`config.mk`:
```
export PLATFORM = sky130hd
export DESIGN_NAME = control_sequencer
export DESIGN_NICKNAME = d
export VERILOG_FILES = /design/src/rtl/cpu_ctrl_pkg.sv /design/src/rtl/mem_wait_counter.sv /design/src/rtl/control_sequencer.sv
export SDC_FILE = /design/constraint.sdc
export NUM_CORES = 1
export LEC_CHECK = 0
export ABC_AREA = 1
export CAP_MARGIN = 20
export CORE_AREA = 5 5 82 84
export CTS_CLUSTER_SIZE = 10
export DETAILED_ROUTE_END_ITERATION = 8
export DIE_AREA = 0 0 87 89
export PLACE_DENSITY_LB_ADDON = 0.12
export REMOVE_ABC_BUFFERS = 1
export SYNTH_ARGS = -nofsm -noshare
export SYNTH_HDL_FRONTEND = slang
export SYNTH_SLANG_ARGS = --single-unit
```
`constraint.sdc`:
```
create_clock -name clk -period 5.14 [get_ports clk]
set_input_delay 1.028 -clock clk [delete_from_list [all_inputs] [get_ports clk]]
set_output_delay 1.028 -clock clk [all_outputs]
set_load 0.02 [all_outputs]
```
`src/rtl/cpu_ctrl_pkg.sv`:
```
// Shared definitions for the hardwired control sequencer: opcodes, ALU codes,
// FSM states and the instruction-class decode used by next-state and output logic.
package cpu_ctrl_pkg;

    localparam logic [4:0] OP_LD   = 5'b00000, OP_LDI  = 5'b00001, OP_ST   = 5'b00010;
    localparam logic [4:0] OP_ADD  = 5'b00011, OP_ROL  = 5'b01010;
    localparam logic [4:0] OP_ADDI = 5'b01011, OP_ORI  = 5'b01101;
    localparam logic [4:0] OP_MUL  = 5'b01110, OP_DIV  = 5'b01111;
    localparam logic [4:0] OP_NEG  = 5'b10000, OP_NOT  = 5'b10001, OP_BR   = 5'b10010;
    localparam logic [4:0] OP_JR   = 5'b10011, OP_IN   = 5'b10101, OP_OUT  = 5'b10110;
    localparam logic [4:0] OP_MFHI = 5'b10111, OP_MFLO = 5'b11000, OP_NOP  = 5'b11001;
    localparam logic [4:0] OP_HALT = 5'b11010;

    localparam logic [4:0] ALU_ADD   = 5'b00011;
    localparam logic [4:0] ALU_INCPC = 5'b11111;

    typedef enum logic [3:0] {
        S_IDLE, S_HALT, S_FETCH0, S_FETCH1, S_FETCH1W, S_FETCH2, S_DECODE,
        S_T3, S_T4, S_T5, S_T6, S_T7
    } state_e;

    typedef enum logic [3:0] {
        CL_RR, CL_IMM, CL_UNARY, CL_MULDIV, CL_LD, CL_ST, CL_BR, CL_JR,
        CL_IN, CL_OUT, CL_MFHI, CL_MFLO, CL_NOP, CL_HALT, CL_ILL
    } class_e;

    function automatic class_e op_class(input logic [4:0] op);
        if (op >= OP_ADD && op <= OP_ROL) return CL_RR;
        if (op == OP_LDI || (op >= OP_ADDI && op <= OP_ORI)) return CL_IMM;
        case (op)
            OP_LD:           return CL_LD;
            OP_ST:           return CL_ST;
            OP_MUL, OP_DIV:  return CL_MULDIV;
            OP_NEG, OP_NOT:  return CL_UNARY;
            OP_BR:           return CL_BR;
            OP_JR:           return CL_JR;
            OP_IN:           return CL_IN;
            OP_OUT:          return CL_OUT;
            OP_MFHI:         return CL_MFHI;
            OP_MFLO:         return CL_MFLO;
            OP_NOP:          return CL_NOP;
            OP_HALT:         return CL_HALT;
            default:         return CL_ILL;
        endcase
    endfunction

    function automatic state_e last_step(input class_e c);
        case (c)
            CL_RR, CL_IMM:     return S_T5;
            CL_UNARY:          return S_T4;
            CL_MULDIV, CL_BR:  return S_T6;
            CL_LD, CL_ST:      return S_T7;
            default:           return S_T3;
        endcase
    endfunction

    // States that hold a RAM strobe for MEM_WAIT cycles.
    function automatic logic in_wait(input state_e s, input class_e c);
        return (s == S_FETCH1W) || (s == S_T6 && c == CL_LD) || (s == S_T7 && c == CL_ST);
    endfunction

endpackage

```
`src/rtl/mem_wait_counter.sv`:
```
// Down-counter timing RAM accesses: load MEM_WAIT-1 on entry, decrement, done at zero.
module mem_wait_counter #(
    parameter int unsigned MEM_WAIT = 1
) (
    input  logic clk,
    input  logic reset,
    input  logic load_i,
    input  logic dec_i,
    output logic done_o
);
    localparam int unsigned W = (MEM_WAIT > 1) ? $clog2(MEM_WAIT) : 1;

    logic [W-1:0] cnt_q, cnt_d;

    always_comb begin
        cnt_d = cnt_q;
        if (load_i)
            cnt_d = W'(MEM_WAIT - 1);
        else if (dec_i && cnt_q != '0)
            cnt_d = cnt_q - 1'b1;
    end

    always_ff @(posedge clk or negedge reset) begin
        if (!reset) cnt_q <= '0;
        else        cnt_q <= cnt_d;
    end

    assign done_o = (cnt_q == '0);

endmodule

```
`src/rtl/control_sequencer.sv`:
```
// Hardwired Moore control FSM for the bus-based CPU datapath: fetch, decode on
// IR[31:27] and per-T-step bus source / load strobes.
module control_sequencer
    import cpu_ctrl_pkg::*;
#(
    parameter int unsigned MEM_WAIT = 1
) (
    input  logic        clk,
    input  logic        reset,
    input  logic        run,
    input  logic        stop,
    input  logic [31:0] IR_out,
    input  logic        CON_out,
    output logic        G_ra,
    output logic        G_rb,
    output logic        G_rc,
    output logic        R_in,
    output logic        R_out,
    output logic        BA_out,
    output logic        CON_en,
    output logic        HI_en,
    output logic        LO_en,
    output logic        Zhi_en,
    output logic        Zlo_en,
    output logic        PC_en,
    output logic        MDR_en,
    output logic        InPort_en,
    output logic        C_en,
    output logic        HI_write_enable,
    output logic        LO_write_enable,
    output logic        Z_write_enable,
    output logic        PC_write_enable,
    output logic        MDR_write_enable,
    output logic        OutPort_write_enable,
    output logic        MAR_write_enable,
    output logic        Y_write_enable,
    output logic        IR_write_enable,
    output logic        mem_read_enable,
    output logic        mem_write_enable,
    output logic [4:0]  ALU_signals,
    output logic        halted,
    output logic        illegal
);
    state_e     state_q, state_d, done_state;
    class_e     cls;
    logic [4:0] op;
    logic       wait_done, wait_load, wait_dec;
    logic       unused_ir_bits;

    assign op             = IR_out[31:27];
    assign unused_ir_bits = ^IR_out[26:0];
    assign cls            = op_class(op);
    assign done_state     = stop ? S_IDLE : S_FETCH0;
    assign wait_load      = in_wait(state_d, cls) && (state_d != state_q);
    assign wait_dec       = in_wait(state_q, cls);

    mem_wait_counter #(.MEM_WAIT(MEM_WAIT)) u_wait (
        .clk    (clk),
        .reset  (reset),
        .load_i (wait_load),
        .dec_i  (wait_dec),
        .done_o (wait_done)
    );

    always_ff @(posedge clk or negedge reset) begin
        if (!reset) state_q <= S_IDLE;
        else        state_q <= state_d;
    end

    always_comb begin
        state_d = state_q;
        case (state_q)
            S_IDLE, S_HALT: if (run) state_d = S_FETCH0;
            S_FETCH0:       state_d = S_FETCH1;
            S_FETCH1:       state_d = S_FETCH1W;
            S_FETCH1W:      if (wait_done) state_d = S_FETCH2;
            S_FETCH2:       state_d = S_DECODE;
            S_DECODE: begin
                case (cls)
                    CL_HALT:        state_d = S_HALT;
                    CL_ILL, CL_NOP: state_d = done_state;
                    default:        state_d = S_T3;
                endcase
            end
            S_T3, S_T4, S_T5, S_T6, S_T7: begin
                // Execute T-steps are shared by all classes; the class picks the final one.
                if (in_wait(state_q, cls) && !wait_done) state_d = state_q;
                else if (state_q == last_step(cls))      state_d = done_state;
                else                                     state_d = state_e'(state_q + 4'd1);
            end
            default: state_d = S_IDLE;
        endcase
    end

    always_comb begin
        G_ra = 1'b0; G_rb = 1'b0; G_rc = 1'b0; R_in = 1'b0; R_out = 1'b0; BA_out = 1'b0;
        CON_en = 1'b0; HI_en = 1'b0; LO_en = 1'b0; Zhi_en = 1'b0; Zlo_en = 1'b0;
        PC_en = 1'b0; MDR_en = 1'b0; InPort_en = 1'b0; C_en = 1'b0;
        HI_write_enable = 1'b0; LO_write_enable = 1'b0; Z_write_enable = 1'b0;
        PC_write_enable = 1'b0; MDR_write_enable = 1'b0; OutPort_write_enable = 1'b0;
        MAR_write_enable = 1'b0; Y_write_enable = 1'b0; IR_write_enable = 1'b0;
        mem_read_enable = 1'b0; mem_write_enable = 1'b0;
        ALU_signals = '0; halted = 1'b0; illegal = 1'b0;
        case (state_q)
            S_HALT:    halted = 1'b1;
            S_FETCH0:  begin PC_en = 1'b1; MAR_write_enable = 1'b1; Z_write_enable = 1'b1; ALU_signals = ALU_INCPC; end
            S_FETCH1:  begin Zlo_en = 1'b1; PC_write_enable = 1'b1; end
            S_FETCH1W: begin mem_read_enable = 1'b1; MDR_write_enable = 1'b1; end
            S_FETCH2:  begin MDR_en = 1'b1; IR_write_enable = 1'b1; end
            S_DECODE:  illegal = (cls == CL_ILL);
            S_T3: begin
                case (cls)
                    CL_RR, CL_IMM: begin G_rb = 1'b1; R_out = 1'b1; Y_write_enable = 1'b1; BA_out = (op == OP_LDI); end
                    CL_UNARY:      begin G_rb = 1'b1; R_out = 1'b1; Z_write_enable = 1'b1; ALU_signals = op; end
                    CL_MULDIV:     begin G_ra = 1'b1; R_out = 1'b1; Y_write_enable = 1'b1; end
                    CL_LD, CL_ST:  begin G_rb = 1'b1; BA_out = 1'b1; R_out = 1'b1; Y_write_enable = 1'b1; end
                    CL_BR:         begin G_ra = 1'b1; R_out = 1'b1; CON_en = 1'b1; end
                    CL_JR:         begin G_ra = 1'b1; R_out = 1'b1; PC_write_enable = 1'b1; end
                    CL_IN:         begin InPort_en = 1'b1; G_ra = 1'b1; R_in = 1'b1; end
                    CL_OUT:        begin G_ra = 1'b1; R_out = 1'b1; OutPort_write_enable = 1'b1; end
                    CL_MFHI:       begin HI_en = 1'b1; G_ra = 1'b1; R_in = 1'b1; end
                    CL_MFLO:       begin LO_en = 1'b1; G_ra = 1'b1; R_in = 1'b1; end
                    default: ;
                endcase
            end
            S_T4: begin
                case (cls)
                    CL_RR:        begin G_rc = 1'b1; R_out = 1'b1; Z_write_enable = 1'b1; ALU_signals = op; end
                    CL_IMM:       begin C_en = 1'b1; Z_write_enable = 1'b1; ALU_signals = (op == OP_LDI) ? ALU_ADD : op; end
                    CL_UNARY:     begin Zlo_en = 1'b1; G_ra = 1'b1; R_in = 1'b1; end
                    CL_MULDIV:    begin G_rb = 1'b1; R_out = 1'b1; Z_write_enable = 1'b1; ALU_signals = op; end
                    CL_LD, CL_ST: begin C_en = 1'b1; Z_write_enable = 1'b1; ALU_signals = ALU_ADD; end
                    CL_BR:        begin PC_en = 1'b1; Y_write_enable = 1'b1; end
                    default: ;
                endcase
            end
            S_T5: begin
                case (cls)
                    CL_RR, CL_IMM: begin Zlo_en = 1'b1; G_ra = 1'b1; R_in = 1'b1; end
                    CL_MULDIV:     begin Zlo_en = 1'b1; LO_write_enable = 1'b1; end
                    CL_LD, CL_ST:  begin Zlo_en = 1'b1; MAR_write_enable = 1'b1; end
                    CL_BR:         begin C_en = 1'b1; Z_write_enable = 1'b1; ALU_signals = ALU_ADD; end
                    default: ;
                endcase
            end
            S_T6: begin
                case (cls)
                    CL_MULDIV: begin Zhi_en = 1'b1; HI_write_enable = 1'b1; end
                    CL_LD:     begin mem_read_enable = 1'b1; MDR_write_enable = 1'b1; end
                    CL_ST:     begin G_ra = 1'b1; R_out = 1'b1; MDR_write_enable = 1'b1; end
                    CL_BR:     begin Zlo_en = CON_out; PC_write_enable = CON_out; end
                    default: ;
                endcase
            end
            S_T7: begin
                case (cls)
                    CL_LD:   begin MDR_en = 1'b1; G_ra = 1'b1; R_in = 1'b1; end
                    CL_ST:   mem_write_enable = 1'b1;
                    default: ;
                endcase
            end
            default: ;
        endcase
    end

endmodule

```
==> impl_metrics.csv, run 1 <==
group,metric,value,unit
yosys,synth_compound_area_share,15.3,%
sta,slew_violations,0,
drt,ant_nets,0,
yosys,synthTopCellsByArea,"nand2_1 12%, nor2_1 11%, inv_1 11%, dfrtp_1 7.8%, nand3_1 6.6%",
critical_path,path_max_fanout,4,
yosys,ys_warn_count,0,
sta,finalSetupTns,0,ps
sta,setup_ws,231,ps
floorplan,die_area,7740,sq um
drt,drt_wl_total,5.39,mm
yosys,synth_enable_flop_cells,0,
critical_path,rrSetupSlack,2660,ps
drt,dr.pass1.iters,4,
clock_network,insertion_delay,220,ps
drt,vias_per_cell,4.68,
drt,post_drt_wl_per_cell,13.1,microns
sta,fin_worst_skew,4.00,ps
clock_network,root_buffer,"clkbuf_8",
drt,drc_errors,0,
floorplan,die_w,87,microns
sta,period_share,95.5,%
critical_path,crit_arrival,3880,ps
clock_network,numCtsBuffers,3,
sta,final.min_clock_period,4910,ps
cells_and_area,final_net_count,382,
clock_network,h-tree-depth,1,
global_route,grt_max_degree,11,
yosys,yosysTopAreaCell,"nand2_1",
cells_and_area,final_common_cell,"nand2_1",
cells_and_area,antennaDiodeCount,0,
yosys,synthSimpleGateAreaFrac,55.8,%
cells_and_area,seq_area,125,sq um
global_route,grt_pass1_wl,8.97,mm
yosys,synth-xor-area-share,0,%
flow_run,cap_violations,0,
drt,drtIter0Drc,71,
critical_path,r2r-start,"state_q[0]",
critical_path,rr_endpoint,"u_wait.cnt_q",
yosys,synth.distinct_cells,35,
clock_network,clock-sinks,5,
yosys,yosysSeqAreaShare,7.80,%
global_route,grt_pass1_vias,1926,
cells_and_area,syn2layout_area_growth,38.1,%
critical_path,crit_required,4110,ps
sta,maxSlewHeadroom,67.9,%
min_path,hold_path_depth,4,
yosys,ys_async_sr_fraction,100,%
yosys,synth_area,1600,sq um
floorplan,ios,70,
yosys,synth_top_family_by_area,"simple AND/OR/NAND/NOR gates",
yosys,syn_area_per_cell,5.65,sq um
sta,rsz0062_at_grt,"no",
min_path,hold-path-endpoint,"u_wait.cnt_q",
yosys,synth_top_area_share,12.4,%
sta,tightestPinTransition,479,ps
critical_path,critical_path_class,"input pin to output pin",
sta,fmaxAchievable,0.204,GHz
yosys,netlist_instances,284,
global_route,grt-ovfl-total,0,
critical_path,end_kind,"output pin",
floorplan,rows,28,
drt,vias,1923,
cells_and_area,final_cells,411,
min_path,min_from,"u_wait.cnt_q",
cells_and_area,multi_input_area,1240,sq um
yosys,synth_ff_type,"dfrtp_1",
place,dp_worst_setup_slack,172,ps
place,dp_cells,407,
place,io_buffers,42,
yosys,synth-adder-area-share,6.24,%
cells_and_area,fillers,672,
critical_path,cp-start-kind,"input pin",
floorplan,start_util,27.4,%
run_status,status,"complete, no violations",
power,powerDensity,365,nW/um^2
global_route,grt_use_total,14.3,%
cells_and_area,drive_gt1_share,18.2,%
place,hpwl,4.51,mm
sta,setup-violations-final,0,
yosys,yosys_register_bits,5,
critical_path,rr_worst_depth,16,
clock_network,cts_tree,"done",
min_path,min_path_type,"flip-flop to flip-flop",
floorplan,die_h,89,microns
power,peakVddDrop,0.204,mV
place,gp_congestion,0.835,
clock_network,cts.clk_slew.worst_paths,40,ps
global_route,antenna_found_initial,0,
power,p_leak,0.00109,uW
clock_network,clockBufferDepth,2,
sta,hold_viol_final,0,
cells_and_area,layout_common_cells,"53 x nand2_1, 48 x nor2_1, 46 x inv_1, 38 x clkdlybuf4s50_1, 21 x nand3_1",
clock_network,cts_setup_buffers,0,
floorplan,coreArea,5850,sq um
yosys,muxShareOfSynthArea,0,%
[state kept, by name, indices dropped and copies added, names as in the netlist]
name and flops:
state_q 4, u_wait.cnt_q 1
[kinds of logic after synthesis]
logic type                 count (synthesis)
adders and majority gates                  8
AOI/OAI and AO/OA                         41
buffers and inverters                     58
and+or+nand+nor                          172
DFF                                        5
[layout make-up]
cell class	instances	area share (%)
Clock buffer	4	2.03
Inverter	55	9.60
Multi-Input combinational cell	221	56.0
Sequential cell	5	5.65
Tap cell	75	4.24
Timing Repair Buffer	51	22.5
[metal layers]
| layer | wire length (microns) | track usage [%] | vias up |
|---|---|---|---|
| met4 | 72 | 4.39 | 0 |
| met1 | 2630 | 19.4 | 846 |
| met2 | 2400 | 23.0 | 51 |
| li1 | - | - | 1013 |
| met3 | 289 | 2.40 | 13 |
| met5 | 0 | 0 | - |
[cells in the mapped netlist (3+ instances only)]
cell     number
ha_1          8
nand2_1      53
a31oi_1       3
o21ai_1       5
a21oi_1       4
inv_2         6
nor2_2        8
nor2_1       48
inv_1        46
nand2_2      10
nand3_1      21
nand3_2       7
o21ai_0      19
nand4_1       3
nor2_4        4
dfrtp_1       5
nor3_1        7
nand2_4       5
[per-stage QoR]
stage                     utilization [%]  power, uW  hold WS, ps  area (sq um)
final                                37.9        809          734          2210
after global placement               36.9        746          729          2160
after global routing                 37.9        886          765          2210
after floorplan                         -        515          640          1580
after detailed placement             36.9        740          722          2160
after CTS                            37.7        818          728          2200
[what timing repair did]
| item | in CTS | in global routing |
|---|---|---|
| gates resized for setup | 0 | 4 |
| hold buffers | 0 | 0 |
| setup endpoints to repair | 0 | 4 |
[critical path, cell delays in order]
cell and delay, ps:
clkdlybuf4s50_1 420, buf_4 160, ha_1 200, inv_1 60, nand3_2 110, nand2_2 110
nand3_1 100, nor2_2 180, nand2_2 90, inv_2 90, nor2_4 40, inv_1 110
nor2_1 60, inv_1 100, a31oi_1 90, a31oi_1 250, nand3_1 120, clkdlybuf4s50_1 560
[power breakdown]
group,switching [uW],internal [uW],leakage (uW)
sequential,27.0,52.9,0.0000643
clock,18.8,53.2,0.0000228
combinational,404,253,0.00101
[worst max-delay path by stage]
stage | from | end | slack [ps] | cells past startpoint
after CTS | IR_out[27] | ALU_signals[1] | 150 | 17
final | IR_out[27] | G_ra | 230 | 18
after floorplan | IR_out[27] | ALU_signals[1] | 1080 | 17
after global placement | IR_out[27] | R_out | 170 | 18
after detailed placement | IR_out[27] | ALU_signals[1] | 170 | 17
after global routing | IR_out[28] | R_in | 0.2 | 17
Note: power is estimated with default switching activity, not from simulation.
==> run 2, diff against run 1 <==
--- a/config.mk
+++ b/config.mk
@@ -8,11 +8,9 @@
 export ABC_AREA = 1
 export CAP_MARGIN = 20
 export CORE_AREA = 5 5 82 84
-export CTS_CLUSTER_SIZE = 10
 export DETAILED_ROUTE_END_ITERATION = 8
 export DIE_AREA = 0 0 87 89
 export PLACE_DENSITY_LB_ADDON = 0.12
-export REMOVE_ABC_BUFFERS = 1
 export SYNTH_ARGS = -nofsm -noshare
 export SYNTH_HDL_FRONTEND = slang
 export SYNTH_SLANG_ARGS = --single-unit
==> run 2 against run 1 <==
Effect of this change:
- worst hold slack got worse by 18 ps
- clock skew fell by 0.83 ps
- via count fell by 1.6%
- routed wire length fell by 2.0%
- flip-flop and latch count did not move
- sequential share of layout area barely moved
- core utilization fell by 0.13 points
- clock power rose by 0.8%
- non-clock buffer count fell by 2
- clock-buffer cell count did not move
- largest power group unchanged
==> impl_metrics.csv, run 2 (same netlist as run 1, synthesis figures left out) <==
group,metric,value,unit
sta,tightestPinTransition,443,ps
critical_path,critical_path_class,"input pin to output pin",
floorplan,die_h,89,microns
sta,period_share,93.5,%
global_route,grt-ovfl-total,0,
global_route,antenna_found_initial,0,
sta,holdWs,716,ps
critical_path,rrSetupSlack,2670,ps
cells_and_area,largest_reg_flops,4,
critical_path,cp-start-kind,"input pin",
drt,drc_errors,0,
critical_path,crit_buf_inv,6,
drt,ant_nets,0,
global_route,grt_pass1_wl,9.00,mm
sta,setup_ws,335,ps
global_route,grt_max_degree,11,
critical_path,cpPeakStageDelay,610,ps
power,powerDensity,366,nW/um^2
clock_network,cts_tree,"done",
drt,drt_wl_total,5.28,mm
cells_and_area,final_cells,409,
drt,vias,1893,
run_status,status,"complete, no violations",
sta,final.min_clock_period,4800,ps
floorplan,die_area,7740,sq um
sta,slew_violations,0,
power,p_leak,0.00114,uW
floorplan,ios,70,
critical_path,cp_slowest_cell,"clkdlybuf4s50_1",
clock_network,clockBufferDepth,2,
critical_path,critPathTopFamily,"buffers and inverters",
drt,post_drt_wl_per_cell,12.9,microns
place,place_area,2140,sq um
cells_and_area,final_common_cell,"nand2_1",
cells_and_area,syn2layout_area_growth,37.6,%
sta,setup-violations-final,0,
place,gp_congestion,0.845,
power,peakVddDrop,0.204,mV
critical_path,cp.depth,17,
place,io_buffers,42,
cells_and_area,antennaDiodeCount,0,
min_path,hold_path_depth,4,
drt,dr.pass1.iters,4,
cells_and_area,final_area,2210,sq um
critical_path,rr_worst_depth,16,
floorplan,coreArea,5850,sq um
clock_network,insertion_delay,220,ps
critical_path,end_kind,"output pin",
global_route,grt_pass1_vias,1917,
critical_path,crit_arrival,3780,ps
place,hpwl,4.50,mm
cells_and_area,final_net_count,380,
critical_path,crit_required,4110,ps
critical_path,path_max_fanout,6,
clock_network,cts.clk_slew.worst_paths,30,ps
floorplan,start_util,27.4,%
sta,rsz0062_at_grt,"no",
global_route,grt_use_total,14.3,%
place,dp_worst_setup_slack,104,ps
sta,hold_viol_final,0,
flow_run,cap_violations,0,
sta,fmaxAchievable,0.208,GHz
sta,finalSetupTns,0,ps
clock_network,clock-sinks,5,
clock_network,root_buffer,"clkbuf_8",
floorplan,rows,28,
clock_network,numCtsBuffers,3,
clock_network,h-tree-depth,1,
cells_and_area,max_flop_register,"state_q",
drt,vias_per_cell,4.63,
cells_and_area,drive_gt1_share,17.7,%
min_path,min_path_type,"flip-flop to flip-flop",
drt,drtIter0Drc,64,
floorplan,die_w,87,microns
yosys,postSynthNetCount,329,
clock_network,cts_hold_buffers,0,
critical_path,path_cells,"clkdlybuf4s50_1, inv_1, ha_1, o21ai_0, nand2_1, nor2_1, nor2_2, nand2_2, inv_2, nor2_4, inv_1, nor2_1, inv_1, nor2_1, a21oi_1, nand2_1, clkdlybuf4s50_1",
cells_and_area,reg_top3,"state_q (4), u_wait.cnt_q (1)",
cells_and_area,layout_common_cells,"53 x nand2_1, 48 x nor2_1, 46 x inv_1, 35 x clkdlybuf4s50_1, 21 x nand3_1",
place,dp_cells,405,
sta,fin_worst_skew,3.17,ps
sta,maxSlewHeadroom,70.3,%
==> run 2: cell types whose count changed in the layout (fill, tap and decap cells not counted) <==
cell             previous run  this run
clkdlybuf4s50_1            38        35
buf_4                       9         7
dlymetal6s2s_1              4         7
==> run 2: through the flow <==
step | power (uW) | util (%)
final | 807 | 37.7
after detailed placement | 738 | 36.7
after global placement | 746 | 36.7
after floorplan | 518 | -
after global routing | 891 | 37.7
after CTS | 818 | 37.4
==> run 2: final timing paths <==
check,to,startpoint
max in group asynchronous,state_q[0],reset
setup reg to reg,u_wait.cnt_q,state_q[0]
hold reg to reg,u_wait.cnt_q,u_wait.cnt_q
setup / recovery,Z_write_enable,IR_out[28]
hold / removal,u_wait.cnt_q,u_wait.cnt_q
min in group asynchronous,state_q[1],reset
==> run 2: tightest hold or removal path: cells and delay by family (launching register included) <==
| family | cells | cell delay (ps) |
|---|---|---|
| flops | 1 | 430 |
| buf+inv | 2 | 140 |
| simple gates | 2 | 100 |
==> run 2: layout make-up <==
type	instances	area, sq um
well taps	75	93.8
multi-input cells	221	1240
flip-flops and latches	5	125
inverters	55	213
clock buffers	4	45.0
repair buffers	49	490
fillers	676	3640
==> run 2: per-layer routing <==
| metal | routed length (microns) | track usage (%) | vias to the layer above | part of all wire, % |
|---|---|---|---|---|
| met2 | 2380 | 23.3 | 47 | 45 |
| met4 | 57 | 3.54 | 0 | 1.1 |
| li1 | - | - | 1013 | - |
| met1 | 2650 | 19.8 | 827 | 50 |
| met3 | 194 | 1.94 | 6 | 3.7 |
| met5 | 0 | 0 | - | 0 |
==> run 2: timing repair <==
action | in CTS | in global routing
buffers inserted | 0 | 0
resized for setup | 0 | 7
setup endpoints to repair | 0 | 7
==> run 2: power breakdown <==
| group | leakage, uW | switching, uW | internal, uW | total, uW |
|---|---|---|---|---|
| combinational | 0.00105 | 404 | 252 | 655 |
| sequential | 0.0000643 | 26.0 | 52.9 | 78.8 |
| clock | 0.0000228 | 19.4 | 53.3 | 72.6 |
